<file path="src/rtl/sram_arb_pkg.sv">
// Shared definitions for the dual-port SRAM arbiter: default widths and
// the requester identifier encoding used by the arbiters and the read pipe.
package sram_arb_pkg;

  localparam int ADDR_WIDTH_DEF = 11;
  localparam int DATA_WIDTH_DEF = 32;
  localparam int NUM_WMASKS_DEF = 4;

  typedef enum logic {
    REQ_A = 1'b0,
    REQ_B = 1'b1
  } req_id_e;

  // The requester that gets priority after the given one has been served.
  function automatic req_id_e other_id(input req_id_e id);
    req_id_e res;
    case (id)
      REQ_A:   res = REQ_B;
      REQ_B:   res = REQ_A;
      default: res = REQ_A;
    endcase
    return res;
  endfunction

endpackage

</file>
<file path="src/rtl/rr_arb2.sv">
// Two-way round-robin arbiter. The tentative winner (cand) depends only on
// the requests and the priority pointer, so the parent can inspect it and
// veto the grant through block; a vetoed cycle leaves the pointer alone.
module rr_arb2
  import sram_arb_pkg::*;
(
  input  logic    clk,
  input  logic    rst,
  input  logic    req_a,
  input  logic    req_b,
  input  logic    block,
  output req_id_e cand,
  output logic    cand_valid,
  output logic    gnt_a,
  output logic    gnt_b
);

  req_id_e prio_r;

  // Pick the tentative winner and qualify it into grants.
  always_comb begin
    cand       = REQ_A;
    cand_valid = req_a | req_b;
    if (req_a && req_b) begin
      cand = prio_r;
    end else if (req_b) begin
      cand = REQ_B;
    end else begin
      cand = REQ_A;
    end
    gnt_a = cand_valid & ~block & (cand == REQ_A);
    gnt_b = cand_valid & ~block & (cand == REQ_B);
  end

  // Priority pointer: hand priority to the other requester after each grant.
  always_ff @(posedge clk or posedge rst) begin
    if (rst) begin
      prio_r <= REQ_A;
    end else if (gnt_a) begin
      prio_r <= other_id(REQ_A);
    end else if (gnt_b) begin
      prio_r <= other_id(REQ_B);
    end else begin
      prio_r <= prio_r;
    end
  end

endmodule

</file>
<file path="src/rtl/sram_arbiter.sv">
// Arbiter in front of a 1W/1R SRAM macro. Writes and reads are arbitrated
// independently; a read colliding with a same-cycle real write to the same
// address is held off one cycle. Read data returns two cycles after grant.
module sram_arbiter
  import sram_arb_pkg::*;
#(
  parameter int ADDR_WIDTH = ADDR_WIDTH_DEF,
  parameter int DATA_WIDTH = DATA_WIDTH_DEF,
  parameter int NUM_WMASKS = NUM_WMASKS_DEF
) (
  input  logic                  clk,
  input  logic                  rst,
  input  logic                  a_req,
  input  logic                  a_we,
  input  logic [ADDR_WIDTH-1:0] a_addr,
  input  logic [DATA_WIDTH-1:0] a_wdata,
  input  logic [NUM_WMASKS-1:0] a_wmask,
  output logic                  a_gnt,
  output logic                  a_rvalid,
  output logic [DATA_WIDTH-1:0] a_rdata,
  input  logic                  b_req,
  input  logic                  b_we,
  input  logic [ADDR_WIDTH-1:0] b_addr,
  input  logic [DATA_WIDTH-1:0] b_wdata,
  input  logic [NUM_WMASKS-1:0] b_wmask,
  output logic                  b_gnt,
  output logic                  b_rvalid,
  output logic [DATA_WIDTH-1:0] b_rdata,
  output logic                  csb0,
  output logic [NUM_WMASKS-1:0] wmask0,
  output logic [ADDR_WIDTH-1:0] addr0,
  output logic [DATA_WIDTH-1:0] din0,
  output logic                  csb1,
  output logic [ADDR_WIDTH-1:0] addr1,
  input  logic [DATA_WIDTH-1:0] dout1
);

  logic wr_req_a_s, wr_req_b_s, rd_req_a_s, rd_req_b_s;
  logic wr_gnt_a_s, wr_gnt_b_s, rd_gnt_a_s, rd_gnt_b_s;
  logic wr_cand_valid_s, rd_cand_valid_s;
  req_id_e wr_cand_s, rd_cand_s;
  logic [ADDR_WIDTH-1:0] wr_addr_s, rd_addr_s;
  logic [NUM_WMASKS-1:0] wr_mask_s;
  logic hazard_s;

  logic    rd_v1_r;
  req_id_e rd_tag1_r;

  // Split requests per SRAM port; nothing is requested while in reset.
  always_comb begin
    wr_req_a_s = a_req & a_we & ~rst;
    wr_req_b_s = b_req & b_we & ~rst;
    rd_req_a_s = a_req & ~a_we & ~rst;
    rd_req_b_s = b_req & ~b_we & ~rst;
  end

  rr_arb2 u_wr_arb (
    .clk        (clk),
    .rst        (rst),
    .req_a      (wr_req_a_s),
    .req_b      (wr_req_b_s),
    .block      (1'b0),
    .cand       (wr_cand_s),
    .cand_valid (wr_cand_valid_s),
    .gnt_a      (wr_gnt_a_s),
    .gnt_b      (wr_gnt_b_s)
  );

  rr_arb2 u_rd_arb (
    .clk        (clk),
    .rst        (rst),
    .req_a      (rd_req_a_s),
    .req_b      (rd_req_b_s),
    .block      (hazard_s),
    .cand       (rd_cand_s),
    .cand_valid (rd_cand_valid_s),
    .gnt_a      (rd_gnt_a_s),
    .gnt_b      (rd_gnt_b_s)
  );

  // Same-address hazard between the write winner and the tentative read winner.
  always_comb begin
    wr_addr_s = a_addr;
    wr_mask_s = a_wmask;
    rd_addr_s = a_addr;
    if (wr_cand_s == REQ_B) begin
      wr_addr_s = b_addr;
      wr_mask_s = b_wmask;
    end else begin
      wr_addr_s = a_addr;
      wr_mask_s = a_wmask;
    end
    if (rd_cand_s == REQ_B) begin
      rd_addr_s = b_addr;
    end else begin
      rd_addr_s = a_addr;
    end
    hazard_s = wr_cand_valid_s & rd_cand_valid_s & (|wr_mask_s) &
               (wr_addr_s == rd_addr_s);
  end

  // Requester grants: each requester uses exactly one port per cycle.
  always_comb begin
    a_gnt = wr_gnt_a_s | rd_gnt_a_s;
    b_gnt = wr_gnt_b_s | rd_gnt_b_s;
  end

  // Write port drive; an all-zero mask is granted but never selects the macro.
  always_comb begin
    csb0   = 1'b1;
    addr0  = '0;
    din0   = '0;
    wmask0 = '0;
    if (wr_gnt_a_s) begin
      csb0   = ~(|a_wmask);
      addr0  = a_addr;
      din0   = a_wdata;
      wmask0 = a_wmask;
    end else if (wr_gnt_b_s) begin
      csb0   = ~(|b_wmask);
      addr0  = b_addr;
      din0   = b_wdata;
      wmask0 = b_wmask;
    end else begin
      csb0   = 1'b1;
      addr0  = '0;
      din0   = '0;
      wmask0 = '0;
    end
  end

  // Read port drive.
  always_comb begin
    csb1  = 1'b1;
    addr1 = '0;
    if (rd_gnt_a_s) begin
      csb1  = 1'b0;
      addr1 = a_addr;
    end else if (rd_gnt_b_s) begin
      csb1  = 1'b0;
      addr1 = b_addr;
    end else begin
      csb1  = 1'b1;
      addr1 = '0;
    end
  end

  // First return stage: remember that a read was issued and who owns it.
  always_ff @(posedge clk or posedge rst) begin
    if (rst) begin
      rd_v1_r   <= 1'b0;
      rd_tag1_r <= REQ_A;
    end else begin
      rd_v1_r   <= rd_gnt_a_s | rd_gnt_b_s;
      rd_tag1_r <= rd_gnt_b_s ? REQ_B : REQ_A;
    end
  end

  // Second return stage: one-cycle valid pulse for the owning requester.
  always_ff @(posedge clk or posedge rst) begin
    if (rst) begin
      a_rvalid <= 1'b0;
      b_rvalid <= 1'b0;
    end else begin
      a_rvalid <= rd_v1_r & (rd_tag1_r == REQ_A);
      b_rvalid <= rd_v1_r & (rd_tag1_r == REQ_B);
    end
  end

  // Capture macro output for the owner only; data holds otherwise.
  always_ff @(posedge clk or posedge rst) begin
    if (rst) begin
      a_rdata <= '0;
      b_rdata <= '0;
    end else if (rd_v1_r && (rd_tag1_r == REQ_A)) begin
      a_rdata <= dout1;
      b_rdata <= b_rdata;
    end else if (rd_v1_r && (rd_tag1_r == REQ_B)) begin
      a_rdata <= a_rdata;
      b_rdata <= dout1;
    end else begin
      a_rdata <= a_rdata;
      b_rdata <= b_rdata;
    end
  end

endmodule

</file>
<file path="config.mk">
export PLATFORM = sky130hd
export DESIGN_NAME = sram_arbiter
export DESIGN_NICKNAME = d
export VERILOG_FILES = /design/src/rtl/sram_arb_pkg.sv /design/src/rtl/rr_arb2.sv /design/src/rtl/sram_arbiter.sv
export SDC_FILE = /design/constraint.sdc
export NUM_CORES = 1
export LEC_CHECK = 0
export ABC_AREA = 1
export CAP_MARGIN = 40
export CORE_AREA = 5 5 110 112
export CTS_BUF_LIST = sky130_fd_sc_hd__clkbuf_8 sky130_fd_sc_hd__clkbuf_16
export DETAILED_ROUTE_END_ITERATION = 16
export DIE_AREA = 0 0 115 117
export PLACE_DENSITY = 0.79
export SLEW_MARGIN = 30
export SYNTH_ARGS = -nofsm -noshare
export SYNTH_HDL_FRONTEND = slang
export SYNTH_SLANG_ARGS = --single-unit
</file>
<file path="constraint.sdc">
create_clock -name clk -period 7.62 [get_ports clk]
set_clock_uncertainty 0.2 [all_clocks]
set_input_delay 2.286 -clock clk [delete_from_list [all_inputs] [get_ports clk]]
set_output_delay 2.286 -clock clk [all_outputs]
set_load 0.1 [all_outputs]
</file>
==> metrics.md <==
| Metric | Value |
|---|---|
| HP Start | `b_rdata[5]` |
| Number of flops mapped to enable cells by yosys | `0` |
| Hold Path Sink | `b_rdata[5]` |
| Setup TNS | `0 ps` |
| FILL cells | `732` |
| Vias in the first global route | `approximately 5300` |
| I/O pin count | `260` |
| Fmax | `around 0.14 GHz` |
| Compound-gate portion of the synthesized area | `11.17%` |
| Clock Latency Late Sink | `320 ps` |
| Number of max-cap violations | `0` |
| Fin crit share | `94.07%` |
| Die H | `117 um` |
| Clock Path Buffers | `2` |
| Max rail drop VDD | `217.5 uV` |
| Die footprint | `13460 um^2` |
| Sink Count | `70` |
| Crit-path cells | `clkdlybuf4s50_1 -> nand3_1 -> nand2_1 -> buf_4 -> nand2_1 -> nand2_1 -> nand2_2 -> nand2_2 -> o21ai_2 -> buf_12` |
| Slew @ Worst Pin | `around 630 ps` |
| Synth area leader | `dfrtp_1` |
| R2R cell count | `10` |
| Worst r2r dst | `u_rd_arb.prio_r` |
| Drt initial violations | `between 300 and 400` |
| Nets | `957` |
| DP HPWL | `15220 um` |
| Rel. slew slack | `around three fifths` |
| Count of final max-slew check failures | `0` |
| Mux share of post-synthesis cell area | `0%` |
| Main synth FF type | `dfrtp_1` |
| Initial antenna violation count | `0` |
| Slowest CP cell | `clkdlybuf4s50_1` |
| M3 GR Usage | `about 7.2%` |
| P per Cell Area | `265.8 nW/um^2` |
| Hold Crit Class | `flop to flop` |
| Die width | `115 um` |
| Worst-path clk slew | `approximately 50 ps` |
| Congestion Overflow GR | `0` |
| FF-to-FF setup slack | `a little over 5000 ps` |
| # setup viols final | `0` |
| DP Area | `8193 um^2` |
| Core area | `about 11000 um^2` |
| First-pass GRT wire length | `roughly 28000 um` |
| Static Leakage | `4.126 nW` |
| WHS Path Cells | `2` |
| Setup Buffers After CTS | `0` |
| Post-CTS sizing | `0` |
| Worst path most repeated cell | `nand2_1` |
| Yosys warnings | `0` |
| Unrepaired setup endpoints after global routing | `no` |
| Final WS setup | `451.9 ps` |
| Mapped Cells | `around 520` |
| Initial Utilization | `about a third` |
| Post-route minimum period | `7168 ps` |
| Post-CTS Hold Buffers | `0` |
| Synth-to-Final Area Change | `127.4%` |
| WP data required | `around 5100 ps` |
| CTS tree | `done` |
| Mean Syn Cell Area | `7.232 um^2` |
| Mapped Area | `3754 um^2` |
| Share of the synthesized area in the top cell type | `between 40% and 50%` |
| Synth Net Count | `~650` |
| GR Util met2 | `53.01%` |
| Router iterations before antenna repair | `7` |
| Seq/Total Area, Yosys | `approximately 47%` |
| # DRC | `0` |
| Synth cell count leaders | `nand2_1, nand3_1, dfrtp_1, o21ai_0, inv_1` |
| Share of layout cells above drive strength 1 | `between 10% and 20%` |
| Main combinational cell family by area after synthesis | `simple AND/OR/NAND/NOR gates` |
| CP peak stage delay | `520 ps` |
| Ys async rst share | `100.0%` |
| H-tree levels | `3` |
| Routed length per instance | `18.90 um` |
| Critical Path Fanout Max | `24` |
| WL final | `18410 um` |
| Critical path class | `primary input to primary output` |
| Largest net degree at the start of global routing | `71` |
| Total GRT Usage | `27.30%` |
| CP endpoint kind | `primary output` |
| Run status | `finished clean` |
| Pre-CTS setup slack | `about 480 ps` |
| Register bit total from synthesis | `70` |
| Placer Congestion | `around 0.92` |
| Via density | `5.085` |
| Row Count | `39` |
| Adder-Cell Fraction of Synth Area | `0%` |
| Port Buf Inserts | `roughly 260` |
| R2R Path Start | `u_wr_arb.prio_r` |
| ANT nets after route | `0` |
| Grt met1 use | `26.61%` |
| Simple-gate area share of the yosys netlist | `31.27%` |
| Top Usage Layer GRT | `met2` |
| Count leader, synth | `nand2_1` |
| Synth Area in XOR/XNOR | `0.4667%` |
| Total CTS buffers | `9` |
| Worst Path Arrival | `between 4000 and 5000 ps` |
| Root buffer cell | `clkbuf_16` |
| Final instance area | `8534 um^2` |
| Final hold vios | `0` |
| Vias after detailed routing | `4953` |
| CP Launch Type | `primary input` |
| Post-synthesis cell type count | `21` |
| Top post-synthesis cells by area | `dfrtp_1, nand2_1, nand3_1` |
through the flow:
stage	cells	power [mW]	utilization (%)	hold slack [ps]
after global routing	973	2.342	76.69	312.1
after floorplan	519	1.211	-	222.9
after detailed placement	957	1.820	73.64	269.4
final	974	2.268	76.71	282.4
after CTS	973	2.282	76.65	282.0
after global placement	893	1.554	63.52	248.7
cells by family after synthesis:
group	Yosys count
AND/OR/NAND/NOR	268
buffers and inverters	99
AO/OA/AOI/OAI	80
flip-flops	70
XOR/XNOR	2
worst max path at each step:
stage	start	endpoint	cells after the start
2_1_floorplan	rst	b_gnt	7
3_3_place_gp	a_req	b_gnt	10
3_5_place_dp	a_req	b_gnt	10
4_1_cts	a_req	b_gnt	10
5_1_grt	a_req	b_gnt	10
6_report	a_req	b_gnt	10
placed cells by master (no fill, tap or decap), drive strengths merged, types with 2 or more instances in the layout:
cell / count
o22ai: 9
nand2: 157
dfrtp: 70
clkdlybuf4s50: 194
bufinv: 2
buf: 138
nand4: 23
inv: 62
clkbuf: 12
nor2: 7
nand3: 79
o21ai: 69
a21oi: 2
critical path, delay by kind of cell:
family / cells / cell delay, ps
AND/OR/NAND/NOR: 6 / 1270
buffers and inverters: 3 / 1010
AO/OA/AOI/OAI: 1 / 90
power by group:
| part | internal, mW | switching (mW) | total, mW |
|---|---|---|---|
| combinational | 0.474 | 0.858 | 1.33 |
| clock | 0.311 | 0.144 | 0.455 |
| sequential | 0.439 | 0.0420 | 0.481 |
state kept, by name (all words and copies together), names as in the netlist:
register,count
a_rdata,32
b_rdata,32
a_rvalid,1
b_rvalid,1
rd_tag1_r,1
rd_v1_r,1
u_rd_arb.prio_r,1
u_wr_arb.prio_r,1
layout make-up:
class | instances | area (um^2) | share of cell area, %
clock buffers | 12 | 266.5 | 3.123
inverters | 62 | 236.5 | 2.771
multi-input cells | 350 | 1624 | 19.03
well taps | 143 | 178.9 | 2.096
clock inverters | 4 | 68.82 | 0.8063
diodes | 1 | 2.502 | 0.02932
flip-flops and latches | 70 | 1752 | 20.52
repair buffers | 332 | 4405 | 51.62
metal layers:
metal,up-vias,wire [um]
met5,-,0
met3,40,1436
met2,241,10240
met1,2363,5931
li1,2309,-
met4,0,799
Power figures use the tool's default switching activity.
